`src/rtl/frogger_move_gen.sv`:
```
// Turns four bouncy direction switches into clean one-cycle movement strobes
// with press detection, auto-repeat and Up > Down > Left > Right priority.
module frogger_move_gen #(
  parameter int unsigned c_DEBOUNCE_LIMIT = 250000,
  parameter int unsigned c_REPEAT_DELAY   = 10000000,
  parameter int unsigned c_REPEAT_PERIOD  = 5000000
) (
  input  logic i_Clk,
  input  logic i_Rst_L,
  input  logic i_Switch_1,
  input  logic i_Switch_2,
  input  logic i_Switch_3,
  input  logic i_Switch_4,
  input  logic i_Enable,
  output logic o_Up_Mvt,
  output logic o_Down_Mvt,
  output logic o_Left_Mvt,
  output logic o_Right_Mvt,
  output logic o_Held
);

  localparam int unsigned DB_W    = $clog2(c_DEBOUNCE_LIMIT);
  localparam int unsigned RPT_MAX = (c_REPEAT_DELAY > c_REPEAT_PERIOD) ? c_REPEAT_DELAY : c_REPEAT_PERIOD;
  localparam int unsigned RPT_W   = $clog2(RPT_MAX);

  localparam logic [DB_W-1:0]  DB_LAST     = DB_W'(c_DEBOUNCE_LIMIT - 1);
  localparam logic [RPT_W-1:0] DELAY_LAST  = RPT_W'(c_REPEAT_DELAY - 1);
  localparam logic [RPT_W-1:0] PERIOD_LAST = RPT_W'(c_REPEAT_PERIOD - 1);

  typedef enum logic [1:0] {
    S_IDLE   = 2'd0,
    S_DELAY  = 2'd1,
    S_REPEAT = 2'd2
  } state_t;

  // Internal direction vectors use bit 0 = Up, 1 = Down, 2 = Left, 3 = Right,
  // so the lowest set bit is always the highest-priority direction.
  logic [3:0] rawSw;
  logic [3:0] syncMeta_q;
  logic [3:0] syncOut_q;
  logic [3:0] debounced_q;
  logic [3:0] debouncedPrev_q;
  logic [DB_W-1:0] dbCnt_q [4];
  logic [3:0] press;
  logic [3:0] otherPress;

  state_t          state_q;
  logic [1:0]      dir_q;
  logic [RPT_W-1:0] cnt_q;
  logic [3:0]      strobe_q;
  logic            held_q;

  assign rawSw = {i_Switch_3, i_Switch_2, i_Switch_4, i_Switch_1};

  function automatic logic [1:0] pickDir(input logic [3:0] p);
    logic [1:0] d;
    d = 2'd3;
    if (p[2]) d = 2'd2;
    if (p[1]) d = 2'd1;
    if (p[0]) d = 2'd0;
    return d;
  endfunction

  function automatic logic [3:0] dirOneHot(input logic [1:0] d);
    return 4'b0001 << d;
  endfunction

  always_ff @(posedge i_Clk or negedge i_Rst_L) begin
    if (!i_Rst_L) begin
      syncMeta_q <= '0;
      syncOut_q  <= '0;
    end else begin
      syncMeta_q <= rawSw;
      syncOut_q  <= syncMeta_q;
    end
  end

  always_ff @(posedge i_Clk or negedge i_Rst_L) begin
    if (!i_Rst_L) begin
      debounced_q     <= '0;
      debouncedPrev_q <= '0;
      for (int i = 0; i < 4; i++) dbCnt_q[i] <= '0;
    end else begin
      debouncedPrev_q <= debounced_q;
      for (int i = 0; i < 4; i++) begin
        if (syncOut_q[i] == debounced_q[i]) begin
          dbCnt_q[i] <= '0;
        end else if (dbCnt_q[i] == DB_LAST) begin
          debounced_q[i] <= syncOut_q[i];
          dbCnt_q[i]     <= '0;
        end else begin
          dbCnt_q[i] <= dbCnt_q[i] + DB_W'(1);
        end
      end
    end
  end

  assign press      = debounced_q & ~debouncedPrev_q;
  assign otherPress = press & ~dirOneHot(dir_q);

  // Release beats preemption, and both beat a same-cycle repeat expiry, so at
  // most one strobe leaves per cycle.
  always_ff @(posedge i_Clk or negedge i_Rst_L) begin
    if (!i_Rst_L) begin
      state_q  <= S_IDLE;
      dir_q    <= 2'd0;
      cnt_q    <= '0;
      strobe_q <= '0;
      held_q   <= 1'b0;
    end else begin
      strobe_q <= '0;
      held_q   <= 1'b0;
      if (!i_Enable) begin
        state_q <= S_IDLE;
        cnt_q   <= '0;
      end else begin
        case (state_q)
          S_IDLE: begin
            if (|press) begin
              strobe_q <= dirOneHot(pickDir(press));
              dir_q    <= pickDir(press);
              cnt_q    <= '0;
              state_q  <= S_DELAY;
              held_q   <= 1'b1;
            end
          end
          S_DELAY, S_REPEAT: begin
            if (!debounced_q[dir_q]) begin
              state_q <= S_IDLE;
              cnt_q   <= '0;
            end else if (|otherPress) begin
              strobe_q <= dirOneHot(pickDir(otherPress));
              dir_q    <= pickDir(otherPress);
              cnt_q    <= '0;
              state_q  <= S_DELAY;
              held_q   <= 1'b1;
            end else begin
              held_q <= 1'b1;
              if (cnt_q == ((state_q == S_DELAY) ? DELAY_LAST : PERIOD_LAST)) begin
                strobe_q <= dirOneHot(dir_q);
                cnt_q    <= '0;
                state_q  <= S_REPEAT;
              end else begin
                cnt_q <= cnt_q + RPT_W'(1);
              end
            end
          end
          default: begin
            state_q <= S_IDLE;
            cnt_q   <= '0;
          end
        endcase
      end
    end
  end

  assign o_Up_Mvt    = strobe_q[0];
  assign o_Down_Mvt  = strobe_q[1];
  assign o_Left_Mvt  = strobe_q[2];
  assign o_Right_Mvt = strobe_q[3];
  assign o_Held      = held_q;

endmodule
```
`config.mk`:
```
export PLATFORM = sky130hd
export DESIGN_NAME = frogger_move_gen
export DESIGN_NICKNAME = d
export VERILOG_FILES = /design/src/rtl/frogger_move_gen.sv
export SDC_FILE = /design/constraint.sdc
export NUM_CORES = 1
export LEC_CHECK = 0
export ABC_AREA = 1
export BUFFER_PORTS_ARGS = -buffer_cell sky130_fd_sc_hd__buf_4
export CAP_MARGIN = 40
export CORE_MARGIN = 2
export CORE_UTILIZATION = 48
export CTS_BUF_LIST = sky130_fd_sc_hd__clkbuf_2
export CTS_CLUSTER_DIAMETER = 60
export CTS_CLUSTER_SIZE = 8
export DETAILED_ROUTE_END_ITERATION = 16
export SYNTH_ARGS = -nofsm -noshare
export SYNTH_HDL_FRONTEND = slang
export SYNTH_SLANG_ARGS = --single-unit
```
`constraint.sdc`:
```
create_clock -name i_Clk -period 2.4 [get_ports i_Clk]
set_input_delay 0.36 -clock i_Clk [delete_from_list [all_inputs] [get_ports i_Clk]]
set_output_delay 0.36 -clock i_Clk [all_outputs]
set_load 0.01 [all_outputs]
```
**Yosys cells after proc, flatten, opt, wreduce, memory -nomap -nowiden**

Index checks and enable logic that the tools add are counted.
Widths: inputs -> output; s select.

- Bits in registers: 121
- Latch bits: 0
- RAM bits: 0
- Bits in read-only memories: 0
- Bits of input ports: 7
- Output and inout bits: 5
- Word-level logic and storage cells: 107
- Memories kept: 0

- $add $sub $neg: 5
- Multiply operators: 0
- Divide/modulo/power cells: 0
- Order comparisons: 1
- Equal/unequal tests: 16
- Shifts and indexed selects: 3
- Muxes and demuxes: 47
- Bitwise logic cells: 8
- Reductions and logical operators: 11

Operators with widths:

| kind | number |
|---|---|
| $mux 18 | 8 |
| $mux 24 | 6 |
| $add 18x1->18 const B | 4 |
| $eq 18x18->1 const B | 4 |
| $pmux 24 s2 | 1 |
| $mux 2 | 16 |
| $add 24x1->24 const B | 1 |
| $eq 24x24->1 | 1 |
| $mux 4 | 5 |
| $shl 1x2->4 const A | 3 |
| $reduce_and 2->1 | 5 |
| $and 4x4->4 | 2 |
| $not 4->4 | 2 |
| $pmux 2 s2 | 2 |
| $pmux 4 s2 | 1 |
| $reduce_or 4->1 | 2 |
| $mux 1 | 6 |
| $ne 2x2->1 const B | 3 |
| $ne 5x5->1 const B | 1 |
| $reduce_and 5->1 | 1 |
| $eq 1x1->1 | 4 |
| $not 1->1 | 4 |
| $lt 2x3->1 const B | 1 |
| $ne 3x3->1 const B | 1 |
| 7 further kinds | 7 |

**Longest topological paths before layout**

- Word-level depth: 15
- Gate-level depth with buffers: 13
- Depth with buffers taken out: 12

**Worst setup path before layout**

OpenSTA, ideal clock, no wires.

- Path type: register to register
- Start point: register state_q[0]
- End point: register state_q[0]
- Arrival: 1.537 ns
- Data required time: 2.277 ns
- Setup slack: 0.740 ns
- Cell stages (with the launch flop): 13
- Clock period less this slack: 1.660 ns
- Path through: dfrtp_1 ha_1 inv_1 nand3_1 nand2_1 nand2_1 nor2_1 nand3_2 nand2_2 nand2_4 buf_6 nand2_1 o21ai_1

- Cells in the longest elaborated chain, start to end: 5
- Elaborated cells on any way between the ends: 11
- Those cells by class: eq/ne: 5; mux: 3; reduce/logical: 3

RTL lines:

| element | line | RTL |
|---|---|---|
| from (decl) | 47 | `state_t state_q;` |
| from (signal assigned) | 105 | `state_q <= S_IDLE;` |
| from (signal assigned) | 114 | `state_q <= S_IDLE;` |
| from (signal assigned) | 123 | `state_q <= S_DELAY;` |
| $eq 2x1->1 | 117, 139 |  |
| $mux 24 | 139 | `if (cnt_q == ((state_q == S_DELAY) ? DELAY_LAST : PERIOD_LAST)) begin` |
| $eq 24x24->1 | 139 |  |
| $ne 5x5->1 (no source line) | - |  |
| $reduce_and 2->1 (no source line) | - |  |

Parallel ways exist; a longest one is shown, timed or not.
A chain may end at the register's enable or synchronous reset.

**Worst setup path in the final report**

- Start point: register state_q[0]
- End point: register cnt_q[2]

- Cells in the longest elaborated chain, start to end: 8
- Elaborated cells on any way between the ends: 12
- Those cells by class: eq/ne: 4; mux: 6; reduce/logical: 2

RTL lines:

| element | line | RTL |
|---|---|---|
| $eq 2x1->1 | 117, 139 |  |
| $mux 24 | 139 |  |
| $eq 24x24->1 | 139 |  |
| $mux 24 | 139 |  |
| $mux 24 | 131 | `end else if (\|otherPress) begin` |
| $mux 24 | 128 | `if (!debounced_q[dir_q]) begin` |
| $pmux 24 s2 | 117 | `case (state_q)` |
| $mux 24 | 113 | `if (!i_Enable) begin` |
| to (signal assigned) | 144 | `cnt_q <= cnt_q + RPT_W'(1);` |
| to (decl) | 49 | `logic [RPT_W-1:0] cnt_q;` |

Parallel ways exist; a longest one is shown, timed or not.

==> impl_metrics.json <==
{
  "status": "completed",
  "syn-num-nets": 829,
  "yosysUniqueCellTypes": 38,
  "min_path_type": "in -> async",
  "max_cap_viol_count": 0,
  "nFillCells": 1251,
  "nets": 865,
  "hold_violations": 0,
  "dieArea_mm2": 0.0141,
  "track_usage_pct": 20.0,
  "clockBufferDepth": 2,
  "multi_input_area_mm2": 0.00279,
  "arrival_ns": 2.62,
  "crit_path_start_kind": "flip-flop",
  "layout_commonest_cell": "nand2_1",
  "tritoncts": "done",
  "crit_required_ns": 2.97,
  "synth_area_leader_cell": "dfrtp_1",
  "rows": 41,
  "yosysSeqAreaShare_pct": 47.8,
  "synth_top_area_share_pct": 47.8,
  "synthToLayoutAreaGrowth_pct": 10.6,
  "cts_htree_levels": 4,
  "ant_nets": 0,
  "fin_hold_ws_ns": 0.0838,
  "cts_sinks": 121,
  "cp-end-kind": "flip-flop",
  "first_pass_iters": 5,
  "numCtsBuffers": 17,
  "layout_common_cells": "175 x nand2_1, 128 x nor2_1, 127 x inv_1",
  "antenna_cells": 0,
  "vdd_drop_max_uv": 366,
  "pin_count": 12,
  "tightestPinTransition_ns": 0.523,
  "fmax_ghz": 0.487,
  "start_util_pct": 49.7,
  "post-dp-hpwl_um": 9540,
  "path_clk_slew_ns": 0.17,
  "cp_max_fo": 14,
  "syn-instance-count": 814,
  "p_per_area_mw_per_mm2": 580,
  "vias_per_cell": 5.08,
  "die_w_um": 119,
  "synth_warnings": 0,
  "path_class": "reg -> reg",
  "antenna_found_initial": 0,
  "post_drt_wl_per_cell_um": 12.5,
  "post-cts-setup-buffers": 0,
  "die_height_um": 119,
  "rsz0062_at_grt": "no",
  "clk_latency_ns": 0.70,
  "fin_setup_tns_ns": 0,
  "relSlewSlack_pct": 65.0,
  "fin_skew_ns": 0.0247,
  "ys_ff_latch": 121,
  "grt_max_degree": 73,
  "synthesis.area_mm2": 0.00633,
  "drive_gt1_share_pct": 8.12,
  "seq_area_mm2": 0.00303,
  "vias": 5249,
  "min_period_ns": 2.05,
  "synth.area.top_cells": "dfrtp_1 48%, nand2_1 10%, nor2_1 7.6%",
  "place_congestion": 0.886,
  "overflow": 0,
  "setup_violations": 0,
  "grt_pass1_wl_um": 23100,
  "p_leak_nw": 3.23,
  "core_area_mm2": 0.0127,
  "syn_area_per_cell_um2": 7.77,
  "grt_pass1_vias": 5172,
  "wirelength_um": 12900,
  "numPortBuffers": 11,
  "root_buffer": "clkbuf_2",
  "slew_violations": 0,
  "drt-initial-drc-count": 453,
  "drt_drc_violations_left": 0,
  "period_share_pct": 85.5
}
logic make-up after synthesis:
kind of cell             Yosys count  share of synthesized area (%)
AO/OA/AOI/OAI                     78                           6.90
XOR/XNOR                          29                           4.01
adder cells (fa/ha/maj)            8                           1.58
buffers and inverters            132                           8.11
flip-flops                       121                           47.8
multiplexers                       4                          0.692
AND/OR/NAND/NOR                  442                           30.9
stage by stage:
stage                     area (µm²)  total power, mW  utilization (%)  setup slack (ns)  cells
final                           7000             4.06             55.0             0.348   1034
after global placement          6640             2.46             52.2             0.522    997
after global routing            7000             4.27             55.0             0.115   1034
after floorplan                 6330             2.35                -             0.740    814
after detailed placement        6640             2.46             52.2             0.389    997
after CTS                       7000             4.13             55.0             0.357   1034
registers in the layout (all words and copies together) (netlist names):
name             cells
state_q              2
debouncedPrev_q      4
dir_q                2
cnt_q               24
o_Held               1
syncMeta_q           4
strobe_q             4
syncOut_q            4
debounced_q          4
dbCnt_q             72
cells in the mapped netlist, drive strengths merged:
| cell type | instances |
|---|---|
| a211oi | 1 |
| a21oi | 38 |
| a31oi | 3 |
| and3 | 5 |
| buf | 4 |
| dfrtp | 121 |
| ha | 8 |
| inv | 128 |
| mux2 | 3 |
| mux2i | 1 |
| nand2 | 183 |
| nand3 | 47 |
| nand3b | 1 |
| nand4 | 22 |
| nor2 | 133 |
| nor3 | 35 |
| nor3b | 10 |
| nor4 | 5 |
| o211a | 2 |
| o21a | 1 |
| o21ai | 29 |
| o21bai | 2 |
| o22ai | 1 |
| o31ai | 1 |
| or2 | 1 |
| xnor2 | 4 |
| xor2 | 25 |
per-layer routing:
metal	routed length, µm	track usage [%]
met1	6210	26.2
met2	6060	32.7
met3	457	4.17
met4	227	7.74
met5	0	0
power breakdown:
| part | leakage, nW | switching, mW | internal (mW) | total [mW] |
|---|---|---|---|---|
| registers | 1.66 | 0.0423 | 2.08 | 2.13 |
| clock network | 0.180 | 0.741 | 0.888 | 1.63 |
| logic | 1.39 | 0.215 | 0.0901 | 0.305 |
critical path, cell delays in order, from the launching register on:
cell and delay [ns]:
dfrtp_1 0.46, ha_1 0.25, inv_1 0.09, nand3_1 0.07, nand2_1 0.06, nand2_1 0.05
nor2_1 0.19, nand3_2 0.17, nand2_2 0.14, nand2_4 0.14, inv_2 0.24, nor3_1 0.08
cell type report:
type | count | share of cell area [%]
timing repair buffer | 21 | 2.65
inverter | 128 | 6.87
multi-input combinational | 561 | 39.8
tap | 172 | 3.08
clock inverter | 11 | 2.88
clock buffer | 20 | 1.43
sequential | 121 | 43.3
path summary, 6_finish.rpt:
kind,start,end,slack [ns],cells past startpoint
setup / recovery,state_q[0],cnt_q[2],0.35,11
hold / removal,i_Rst_L,dbCnt_q[7],0.08,2
setup reg to reg,state_q[0],cnt_q[2],0.35,11
hold reg to reg,syncMeta_q[1],syncOut_q[1],0.37,0
max in group asynchronous,i_Rst_L,dbCnt_q[53],1.62,3
min in group i_Clk,i_Switch_1,syncMeta_q[0],0.31,2
repair_timing:
| action | CTS | global route |
|---|---|---|
| gates resized for setup | 0 | 0 |
| hold buffers | 6 | 0 |
| hold endpoints to repair | 130 | 0 |
Power figures use the tool's default switching activity.
